## src/rtl/synth_pkg.sv

```systemverilog
// Shared types and default widths for the wavetable oscillator slice.
package synth_pkg;

    localparam int unsigned DefAddrWidth  = 12;
    localparam int unsigned DefWidth      = 16;
    localparam int unsigned DefPhaseWidth = 32;
    localparam int unsigned DefFracWidth  = 8;

    typedef enum logic [2:0] {
        StIdle,
        StRd0,
        StRd1,
        StRd2,
        StCalc,
        StOut
    } osc_state_t;

    typedef logic signed [DefWidth-1:0] sample_t;

endpackage

```

## src/rtl/wavetable_osc_if.sv

```systemverilog
// Oscillator control, ROM and sample-output signals bundled as one interface.
interface wavetable_osc_if
    import synth_pkg::*;
#(
    parameter int unsigned ADDRWIDTH  = DefAddrWidth,
    parameter int unsigned WIDTH      = DefWidth,
    parameter int unsigned PHASEWIDTH = DefPhaseWidth
) ();

    logic                  sample_tick;
    logic [PHASEWIDTH-1:0] tune_word;
    logic                  phase_rst;
    logic [ADDRWIDTH-1:0]  rom_addr;
    logic [WIDTH-1:0]      rom_data;
    logic [WIDTH-1:0]      sample_out;
    logic                  sample_valid;
    logic                  busy;
    logic                  overrun;

    // Oscillator side.
    modport slave (
        input  sample_tick, tune_word, phase_rst, rom_data,
        output rom_addr, sample_out, sample_valid, busy, overrun
    );

    // Controller / ROM / sink side.
    modport master (
        output sample_tick, tune_word, phase_rst, rom_data,
        input  rom_addr, sample_out, sample_valid, busy, overrun
    );

endinterface

```

## src/rtl/lerp_unit.sv

```systemverilog
// Linear interpolator: registered (s1 - s0) * frac, then s0 + floor(product / 2**FRACWIDTH).
module lerp_unit #(
    parameter int unsigned WIDTH     = 16,
    parameter int unsigned FRACWIDTH = 8
) (
    input  logic                 Clk,
    input  logic                 Reset,
    input  logic                 en,
    input  logic [WIDTH-1:0]     s0,
    input  logic [WIDTH-1:0]     s1,
    input  logic [FRACWIDTH-1:0] frac,
    output logic [WIDTH-1:0]     result
);

    localparam int unsigned ProdW = WIDTH + FRACWIDTH + 2;

    logic signed [WIDTH:0]     diff;
    logic signed [FRACWIDTH:0] frac_s;
    logic signed [ProdW-1:0]   prod_d;
    logic signed [ProdW-1:0]   prod_q;

    // Difference needs one extra bit; frac is zero-extended so it stays non-negative.
    always_comb begin
        diff   = $signed({s1[WIDTH-1], s1}) - $signed({s0[WIDTH-1], s0});
        frac_s = $signed({1'b0, frac});
        prod_d = ProdW'(diff) * ProdW'(frac_s);
    end

    // Product register, loaded only in the CALC cycle.
    always_ff @(posedge Clk) begin
        if (!Reset) begin
            prod_q <= '0;
        end else if (en) begin
            prod_q <= prod_d;
        end
    end

    // Arithmetic shift floors; the sum lies between s0 and s1 so truncation is exact.
    always_comb begin
        result = WIDTH'(ProdW'($signed(s0)) + (prod_q >>> FRACWIDTH));
    end

endmodule

```

## src/rtl/wavetable_osc.sv

```systemverilog
// NCO: phase accumulator plus ROM read sequencer feeding a linear interpolator.
module wavetable_osc
    import synth_pkg::*;
#(
    parameter int unsigned ADDRWIDTH  = DefAddrWidth,
    parameter int unsigned WIDTH      = DefWidth,
    parameter int unsigned PHASEWIDTH = DefPhaseWidth,
    parameter int unsigned FRACWIDTH  = DefFracWidth
) (
    input  logic          Clk,
    input  logic          Reset,
    wavetable_osc_if.slave bus
);

    localparam int unsigned IdxLsb = PHASEWIDTH - ADDRWIDTH;

    osc_state_t            state_q, state_d;
    logic [PHASEWIDTH-1:0] phase_q, phase_d, phase_base;
    logic [ADDRWIDTH-1:0]  idx_q, idx_d;
    logic [ADDRWIDTH-1:0]  rom_addr_q, rom_addr_d;
    logic [FRACWIDTH-1:0]  frac_q, frac_d;
    logic [WIDTH-1:0]      s0_q, s0_d, s1_q, s1_d;
    logic [WIDTH-1:0]      hold_q, hold_d;
    logic                  lerp_en;
    logic [WIDTH-1:0]      lerp_result;

    // Next-state: sequencer, phase accumulator and sample capture.
    always_comb begin
        state_d    = state_q;
        phase_d    = phase_q;
        idx_d      = idx_q;
        frac_d     = frac_q;
        rom_addr_d = rom_addr_q;
        s0_d       = s0_q;
        s1_d       = s1_q;
        hold_d     = hold_q;
        lerp_en    = 1'b0;
        // A phase_rst coinciding with an accepted tick makes that sample use phase 0.
        phase_base = bus.phase_rst ? '0 : phase_q;
        if (bus.phase_rst) begin
            phase_d = '0;
        end
        case (state_q)
            StIdle: begin
                if (bus.sample_tick) begin
                    idx_d      = phase_base[PHASEWIDTH-1 -: ADDRWIDTH];
                    frac_d     = phase_base[IdxLsb-1 -: FRACWIDTH];
                    rom_addr_d = phase_base[PHASEWIDTH-1 -: ADDRWIDTH];
                    phase_d    = phase_base + bus.tune_word;
                    state_d    = StRd0;
                end
            end
            StRd0: begin
                rom_addr_d = idx_q + ADDRWIDTH'(1);
                state_d    = StRd1;
            end
            StRd1: begin
                s0_d    = bus.rom_data;
                state_d = StRd2;
            end
            StRd2: begin
                s1_d    = bus.rom_data;
                state_d = StCalc;
            end
            StCalc: begin
                lerp_en = 1'b1;
                state_d = StOut;
            end
            StOut: begin
                hold_d  = lerp_result;
                state_d = StIdle;
            end
            default: state_d = StIdle;
        endcase
    end

    // State and datapath registers with synchronous active-low reset.
    always_ff @(posedge Clk) begin
        if (!Reset) begin
            state_q    <= StIdle;
            phase_q    <= '0;
            idx_q      <= '0;
            frac_q     <= '0;
            rom_addr_q <= '0;
            s0_q       <= '0;
            s1_q       <= '0;
            hold_q     <= '0;
        end else begin
            state_q    <= state_d;
            phase_q    <= phase_d;
            idx_q      <= idx_d;
            frac_q     <= frac_d;
            rom_addr_q <= rom_addr_d;
            s0_q       <= s0_d;
            s1_q       <= s1_d;
            hold_q     <= hold_d;
        end
    end

    lerp_unit #(
        .WIDTH    (WIDTH),
        .FRACWIDTH(FRACWIDTH)
    ) u_lerp (
        .Clk   (Clk),
        .Reset (Reset),
        .en    (lerp_en),
        .s0    (s0_q),
        .s1    (s1_q),
        .frac  (frac_q),
        .result(lerp_result)
    );

    // Outputs; the fresh result is shown during OUT, then held.
    always_comb begin
        bus.rom_addr     = rom_addr_q;
        bus.sample_valid = (state_q == StOut);
        bus.sample_out   = (state_q == StOut) ? lerp_result : hold_q;
        bus.busy         = (state_q != StIdle);
        bus.overrun      = bus.sample_tick && (state_q != StIdle);
    end

endmodule

```

## src/flat_wrapper.sv

```systemverilog
// flat-port wrapper written by rule: the top's interface ports become plain ports
module wavetable_osc_flat import synth_pkg::*;
#(
    parameter int unsigned ADDRWIDTH  = DefAddrWidth,
    parameter int unsigned WIDTH      = DefWidth,
    parameter int unsigned PHASEWIDTH = DefPhaseWidth,
    parameter int unsigned FRACWIDTH  = DefFracWidth
)
  (Clk, Reset, bus_sample_tick, bus_tune_word, bus_phase_rst, bus_rom_data, bus_rom_addr, bus_sample_out, bus_sample_valid, bus_busy, bus_overrun);
  wavetable_osc_if #(.ADDRWIDTH(ADDRWIDTH), .WIDTH(WIDTH), .PHASEWIDTH(PHASEWIDTH)) bus_i ();
  input  logic Clk;
  input  logic Reset;
  input wire logic [$bits(bus_i.sample_tick)-1:0] bus_sample_tick;
  input wire logic [$bits(bus_i.tune_word)-1:0] bus_tune_word;
  input wire logic [$bits(bus_i.phase_rst)-1:0] bus_phase_rst;
  input wire logic [$bits(bus_i.rom_data)-1:0] bus_rom_data;
  output wire logic [$bits(bus_i.rom_addr)-1:0] bus_rom_addr;
  output wire logic [$bits(bus_i.sample_out)-1:0] bus_sample_out;
  output wire logic [$bits(bus_i.sample_valid)-1:0] bus_sample_valid;
  output wire logic [$bits(bus_i.busy)-1:0] bus_busy;
  output wire logic [$bits(bus_i.overrun)-1:0] bus_overrun;
  assign bus_i.sample_tick = bus_sample_tick;
  assign bus_i.tune_word = bus_tune_word;
  assign bus_i.phase_rst = bus_phase_rst;
  assign bus_i.rom_data = bus_rom_data;
  assign bus_rom_addr = bus_i.rom_addr;
  assign bus_sample_out = bus_i.sample_out;
  assign bus_sample_valid = bus_i.sample_valid;
  assign bus_busy = bus_i.busy;
  assign bus_overrun = bus_i.overrun;
  wavetable_osc #(.ADDRWIDTH(ADDRWIDTH), .WIDTH(WIDTH), .PHASEWIDTH(PHASEWIDTH), .FRACWIDTH(FRACWIDTH)) u_core (.Clk(Clk), .Reset(Reset), .bus(bus_i));
endmodule
```

## config.mk

```make
export PLATFORM = sky130hd
export DESIGN_NAME = wavetable_osc_flat
export DESIGN_NICKNAME = d
export VERILOG_FILES = /design/src/rtl/synth_pkg.sv /design/src/rtl/wavetable_osc_if.sv /design/src/rtl/lerp_unit.sv /design/src/rtl/wavetable_osc.sv /design/src/flat_wrapper.sv
export SDC_FILE = /design/constraint.sdc
export NUM_CORES = 1
export LEC_CHECK = 0
export CAP_MARGIN = 20
export CORE_MARGIN = 2
export CORE_UTILIZATION = 65
export CTS_BUF_LIST = sky130_fd_sc_hd__clkbuf_8
export CTS_CLUSTER_DIAMETER = 40
export DETAILED_ROUTE_END_ITERATION = 12
export PLACE_DENSITY = 0.87
export SLEW_MARGIN = 20
export SYNTH_ARGS = -nofsm -noshare
export SYNTH_HDL_FRONTEND = slang
export SYNTH_SLANG_ARGS = --single-unit
```

## constraint.sdc

```tcl
create_clock -name Clk -period 15.8 [get_ports Clk]
set_input_delay 4.74 -clock Clk [delete_from_list [all_inputs] [get_ports Clk]]
set_output_delay 4.74 -clock Clk [all_outputs]
set_load 0.01 [all_outputs]
```

# ---- Word-level counts from Yosys, hierarchy flattened
# Cells that the tools add are included.
dict set report totals {
  elab_cells 35
  register_bits 139
}
dict set report op_classes {
  mux 9
  reduce_logical 6
  eq_ne 6
  mul 1
  add_sub_neg 4
}
# cell count
set op_table {}
lappend op_table {{32-bit two-way mux} 3}
lappend op_table {{32-bit adder} 1}
lappend op_table {{17-bit by 9-bit multiplier with 24-bit output} 1}
lappend op_table {{12-bit case mux with 2 select lines} 1}
lappend op_table {{16-bit by 16-bit subtractor with 17-bit output} 1}
lappend op_table {{16-bit adder} 1}
lappend op_table {{16-bit two-way mux} 1}
lappend op_table {{3-bit case mux with 5 select lines} 1}
lappend op_table {{12-bit by 1-bit adder with 12-bit output, second input constant} 1}
lappend op_table {{12-bit two-way mux} 1}
lappend op_table {{3-bit by 2-bit equality test with 1-bit output, second input constant} 2}
lappend op_table {{3-bit equality test, second input constant} 2}
lappend op_table {{2-bit AND reduction} 2}
lappend op_table {{3-bit by 1-bit equality test with 1-bit output, second input constant} 1}
lappend op_table {{3-bit zero test} 1}
lappend op_table {{3-bit two-way mux} 1}
lappend op_table {{3-bit nonzero test} 1}
lappend op_table {{2-bit != test, second input constant} 1}
lappend op_table {{2-bit nonzero test} 1}
lappend op_table {{1-bit logical AND} 1}
lappend op_table {{1-bit two-way mux} 1}

# ---- Longest topological paths before layout
dict set report logic_depth {
  depth_word 4
  depth_mapped 28
  mapped_depth_nobuf 28
}

# ---- Modules after synthesis
# From an unflattened synthesis, not the netlist that was laid out.
dict set report hier_totals {
  cells_unflattened 1610
  area_unflattened_um2 12812.3
}
# mod cells_per_inst instances seq_area_each_um2 area_per_inst_um2
set modules_own_cells {}
lappend modules_own_cells {lerp_unit 819 1 320.3 6737.7}
lappend modules_own_cells {wavetable_osc 791 1 2302.2 6074.6}

# ---- Least setup slack after synthesis
# No wires, ideal clock.
dict set report synth_timing {
  kind {input -> output}
  start {in bus_sample_tick}
  end {out bus_overrun}
  cell_stages 1
  arrival_ns 4.937
  path_buffers 0
  setup_slack_ns 6.123
  required_time_ns 11.060
  cell_sequence {nor2b_1}
}
dict set report synth_between {
  elab_chain_len 1
}
# item line_no
set synth_lines {}
lappend synth_lines {{start, declared} flat_wrapper.sv:13} ;# input wire logic [$bits(bus_i.sample_tick)-1:0] bus_sample_tick;
lappend synth_lines {{1-bit logical AND} wavetable_osc.sv:119} ;# bus.overrun = bus.sample_tick && (state_q != StIdle);
lappend synth_lines {{end, declared} flat_wrapper.sv:21} ;# output wire logic [$bits(bus_i.overrun)-1:0] bus_overrun;
# No other way between the ends.

# ---- Worst setup path in the final report
# Ends and elaborated chain as after synthesis.

==> impl_metrics.env <==
export IMPL_p_per_area_mw_per_mm2=68.71
export IMPL_dr_pass1_iters=5
export IMPL_synth_area_mm2=0.01270
export IMPL_final_common_cell="nand2_1"
export IMPL_endpoint_kind="output pin"
export IMPL_whs_endpoint="u_core.u_lerp.prod_q[21]"
export IMPL_std_cell_rows=51
export IMPL_synthArstFlopShare_pct=0
export IMPL_wl_um=31150
export IMPL_port_buffer_count=82
export IMPL_ys_warn_count=0
export IMPL_finalNetCount=1907
export IMPL_arrival_ps=6140
export IMPL_fmax_ghz=0.09191
export IMPL_cp_required_ps=11060
export IMPL_ir_worst_vdd_v=0.00005758
export IMPL_r2r_cells=26
export IMPL_drive_gt1_share_pct=3.742
export IMPL_place_inst=1890
export IMPL_postSynthNetCount=1867
export IMPL_syn_inst=1604
export IMPL_core_area_mm2=0.01933
export IMPL_die_h_um=143.8
export IMPL_pwr_share_clk_pct=31.0
export IMPL_cpLargestDelayFamily="buffers and inverters"
export IMPL_p_sw_share_pct=36.78
export IMPL_cts_root_buf="clkbuf_8"
export IMPL_die_area_mm2=0.02067
export IMPL_grt_pass1_vias=10943
export IMPL_postCtsSetupBuffers=0
export IMPL_drc=0
export IMPL_drtAntennaViolNets=0
export IMPL_max_clock_path_buffers=2
export IMPL_fin_util_pct=72.85
export IMPL_cts_sinks=131
export IMPL_share_seq_of_total_power_pct=37.0
export IMPL_p_sw_mw=0.3560
export IMPL_seq_area_mm2=0.002623
export IMPL_hold_depth=2
export IMPL_path_common_cell="clkdlybuf4s50_1"
export IMPL_max_cap_viol_count=0
export IMPL_grt_setup_unrepaired="false"
export IMPL_post_route_period_util_pct=68.86
export IMPL_cp_num_buf_inv=2
export IMPL_finalSetupViolCount=0
export IMPL_crit_path_start_kind="input pin"
export IMPL_grt_max_degree=73
export IMPL_fin_ws_ps=4919
export IMPL_cts_hold_fix_buffers=0
export IMPL_hold_path_class="flop to flop"
export IMPL_p_leak_nw=6.285
export IMPL_ys_types=67
export IMPL_ctsResizeCount=0
export IMPL_hold_viol_final=0
export IMPL_outcome="finished clean"
export IMPL_yosysTopAreaCellShare_pct=20.65
export IMPL_syn_avg_cell_area_um2=7.918
export IMPL_worst_slew_pin_slew_ps=1070
export IMPL_die_w_um=143.8
export IMPL_fin_cells=1922
export IMPL_antenna_found_initial=1
export IMPL_diodes=0
export IMPL_post_route_cell_area_mm2=0.01408
export IMPL_r2r_setup_slack_ps=7970
export IMPL_fillers=1450
export IMPL_yosysTopAreaCell="dfxtp_1"
export IMPL_clock_skew_ps=10.63
export IMPL_multi_input_area_mm2=0.009135
export IMPL_report_final_slew_viol_count=0
export IMPL_viasPerCell=5.855
export IMPL_final_cell_mix="nand2_1 (260), inv_1 (182), a21oi_1 (137), dfxtp_1 (131), ha_1 (106)"
export IMPL_path_clk_slew_ps=70
export IMPL_timing_hold_ws_ps=462.9
export IMPL_vias=11254
export IMPL_grt_pass1_wl_um=50420
export IMPL_numCtsBuffers=17
export IMPL_synth_seq_cells=131
export IMPL_p_int_mw=0.6119
export IMPL_first_iter_violations=659
export IMPL_critPathMaxStageDelay_ps=670
export IMPL_wl_per_cell_um=16.21
export IMPL_relSlewSlack_pct=28.21
export IMPL_pin_count=83
export IMPL_overflow=0
export IMPL_gp_congestion=0.9009
export IMPL_reg2reg_to="u_core.u_lerp.prod_q[23]"
export IMPL_crit_path_cell_trace="clkdlybuf4s50_1 > nor2b_1 > clkdlybuf4s50_1"
export IMPL_dp_hpwl_um=23340
export IMPL_path_max_fanout=6
export IMPL_syn_to_final_growth_pct=10.91
export IMPL_cpMaxStageDelayCell="clkdlybuf4s50_1"
export IMPL_track_usage_pct=30.65
export IMPL_synth_edf_count=0
export IMPL_hold_start="u_core.u_lerp.prod_q[21]"
export IMPL_fin_crit_ps=10880
export IMPL_cts_htree_levels=4
export IMPL_comb_power_share_pct=31.9
export IMPL_worst_setup_path_type="input pin to output pin"
export IMPL_ys_top_cells_by_area="dfxtp_1 (21%), fa_1 (17%), ha_1 (10%)"
export IMPL_synthFlopType="dfxtp_1"
export IMPL_cts_tree="done"
export IMPL_initial_core_util_pct=65.68
export IMPL_yosysSeqAreaShare_pct=20.65
export IMPL_dp_slack_ps=4925
export IMPL_tns_ps=0
export IMPL_placed_area_mm2=0.01367
export IMPL_worstSkewPairLatency_ps=460
export IMPL_reg2reg_from="u_core.s0_q[1]"
export IMPL_p_total_mw=0.9678
[final cells by class]
| class | instances | area share [%] |
|---|---|---|
| timing repair buffer | 91 | 6.307 |
| clock inverter | 15 | 1.288 |
| clock buffer | 17 | 1.661 |
| inverter | 184 | 4.912 |
| tap | 265 | 2.354 |
| multi-input combinational | 1219 | 64.86 |
| sequential | 131 | 18.62 |
[worst max-delay path by stage]
stage | start | to | slack (ps) | cells after the start
after global placement | bus_sample_tick | bus_overrun | 4950 | 3
after floorplan | bus_sample_tick | bus_overrun | 6120 | 1
final | bus_sample_tick | bus_overrun | 4920 | 3
after global routing | bus_sample_tick | bus_overrun | 4850 | 3
after CTS | bus_sample_tick | bus_overrun | 4930 | 3
after detailed placement | bus_sample_tick | bus_overrun | 4920 | 3
[Yosys cell counts (22+ instances only)]
cell / n
nand2_1: 261
a21oi_1: 137
clkbuf_1: 69
o21ai_0: 48
xor2_1: 29
a21o_1: 22
nor3_1: 23
dfxtp_1: 131
ha_1: 106
nor2_1: 70
inv_1: 182
xnor2_1: 39
nor2b_1: 50
nand3_1: 33
a211oi_1: 24
fa_1: 105
and2_1: 75
[flip-flops by register name, indices dropped and copies added, names as in the netlist]
register and cells:
u_core.idx_q 12, u_core.bus.rom_addr 12, u_core.state_q 3, u_core.phase_q 32, u_core.s1_q 16, u_core.s0_q 16, u_core.frac_q 8, u_core.u_lerp.prod_q 16
u_core.hold_q 16
[worst min-delay path: stages (launching register included)]
cell and delay, ps:
dfxtp_1 320, nand2_1 50, a21oi_1 50
[power groups by stage]
| stage | Combinational (mW) | Clock, mW | Sequential [mW] |
|---|---|---|---|
| global placement | 0.295 | 0 | 0.365 |
| floorplan | 0.212 | 0 | 0.361 |
| global route | 0.339 | 0.317 | 0.360 |
| finish | 0.309 | 0.300 | 0.358 |
| CTS | 0.306 | 0.304 | 0.358 |
| detailed placement | 0.303 | 0 | 0.365 |
[cell families after synthesis]
| family | Yosys count | synth area share [%] |
|---|---|---|
| fa+ha+maj | 211 | 27.00 |
| buf+inv | 254 | 7.517 |
| flops | 131 | 20.65 |
| simple gates | 601 | 22.88 |
| mux | 4 | 0.3251 |
| xor+xnor | 69 | 4.867 |
| compound gates | 334 | 16.77 |
[layer usage]
metal / vias to the layer above / GRT usage (%) / share of wire (%)
li1: 5402 / - / -
met3: 98 / 4.698 / 4.9
met2: 349 / 54.14 / 50
met4: 2 / 16.51 / 4.6
met5: - / 0 / 0.035
met1: 5403 / 35.72 / 40
No activity file was read; power rests on OpenSTA's default activity.
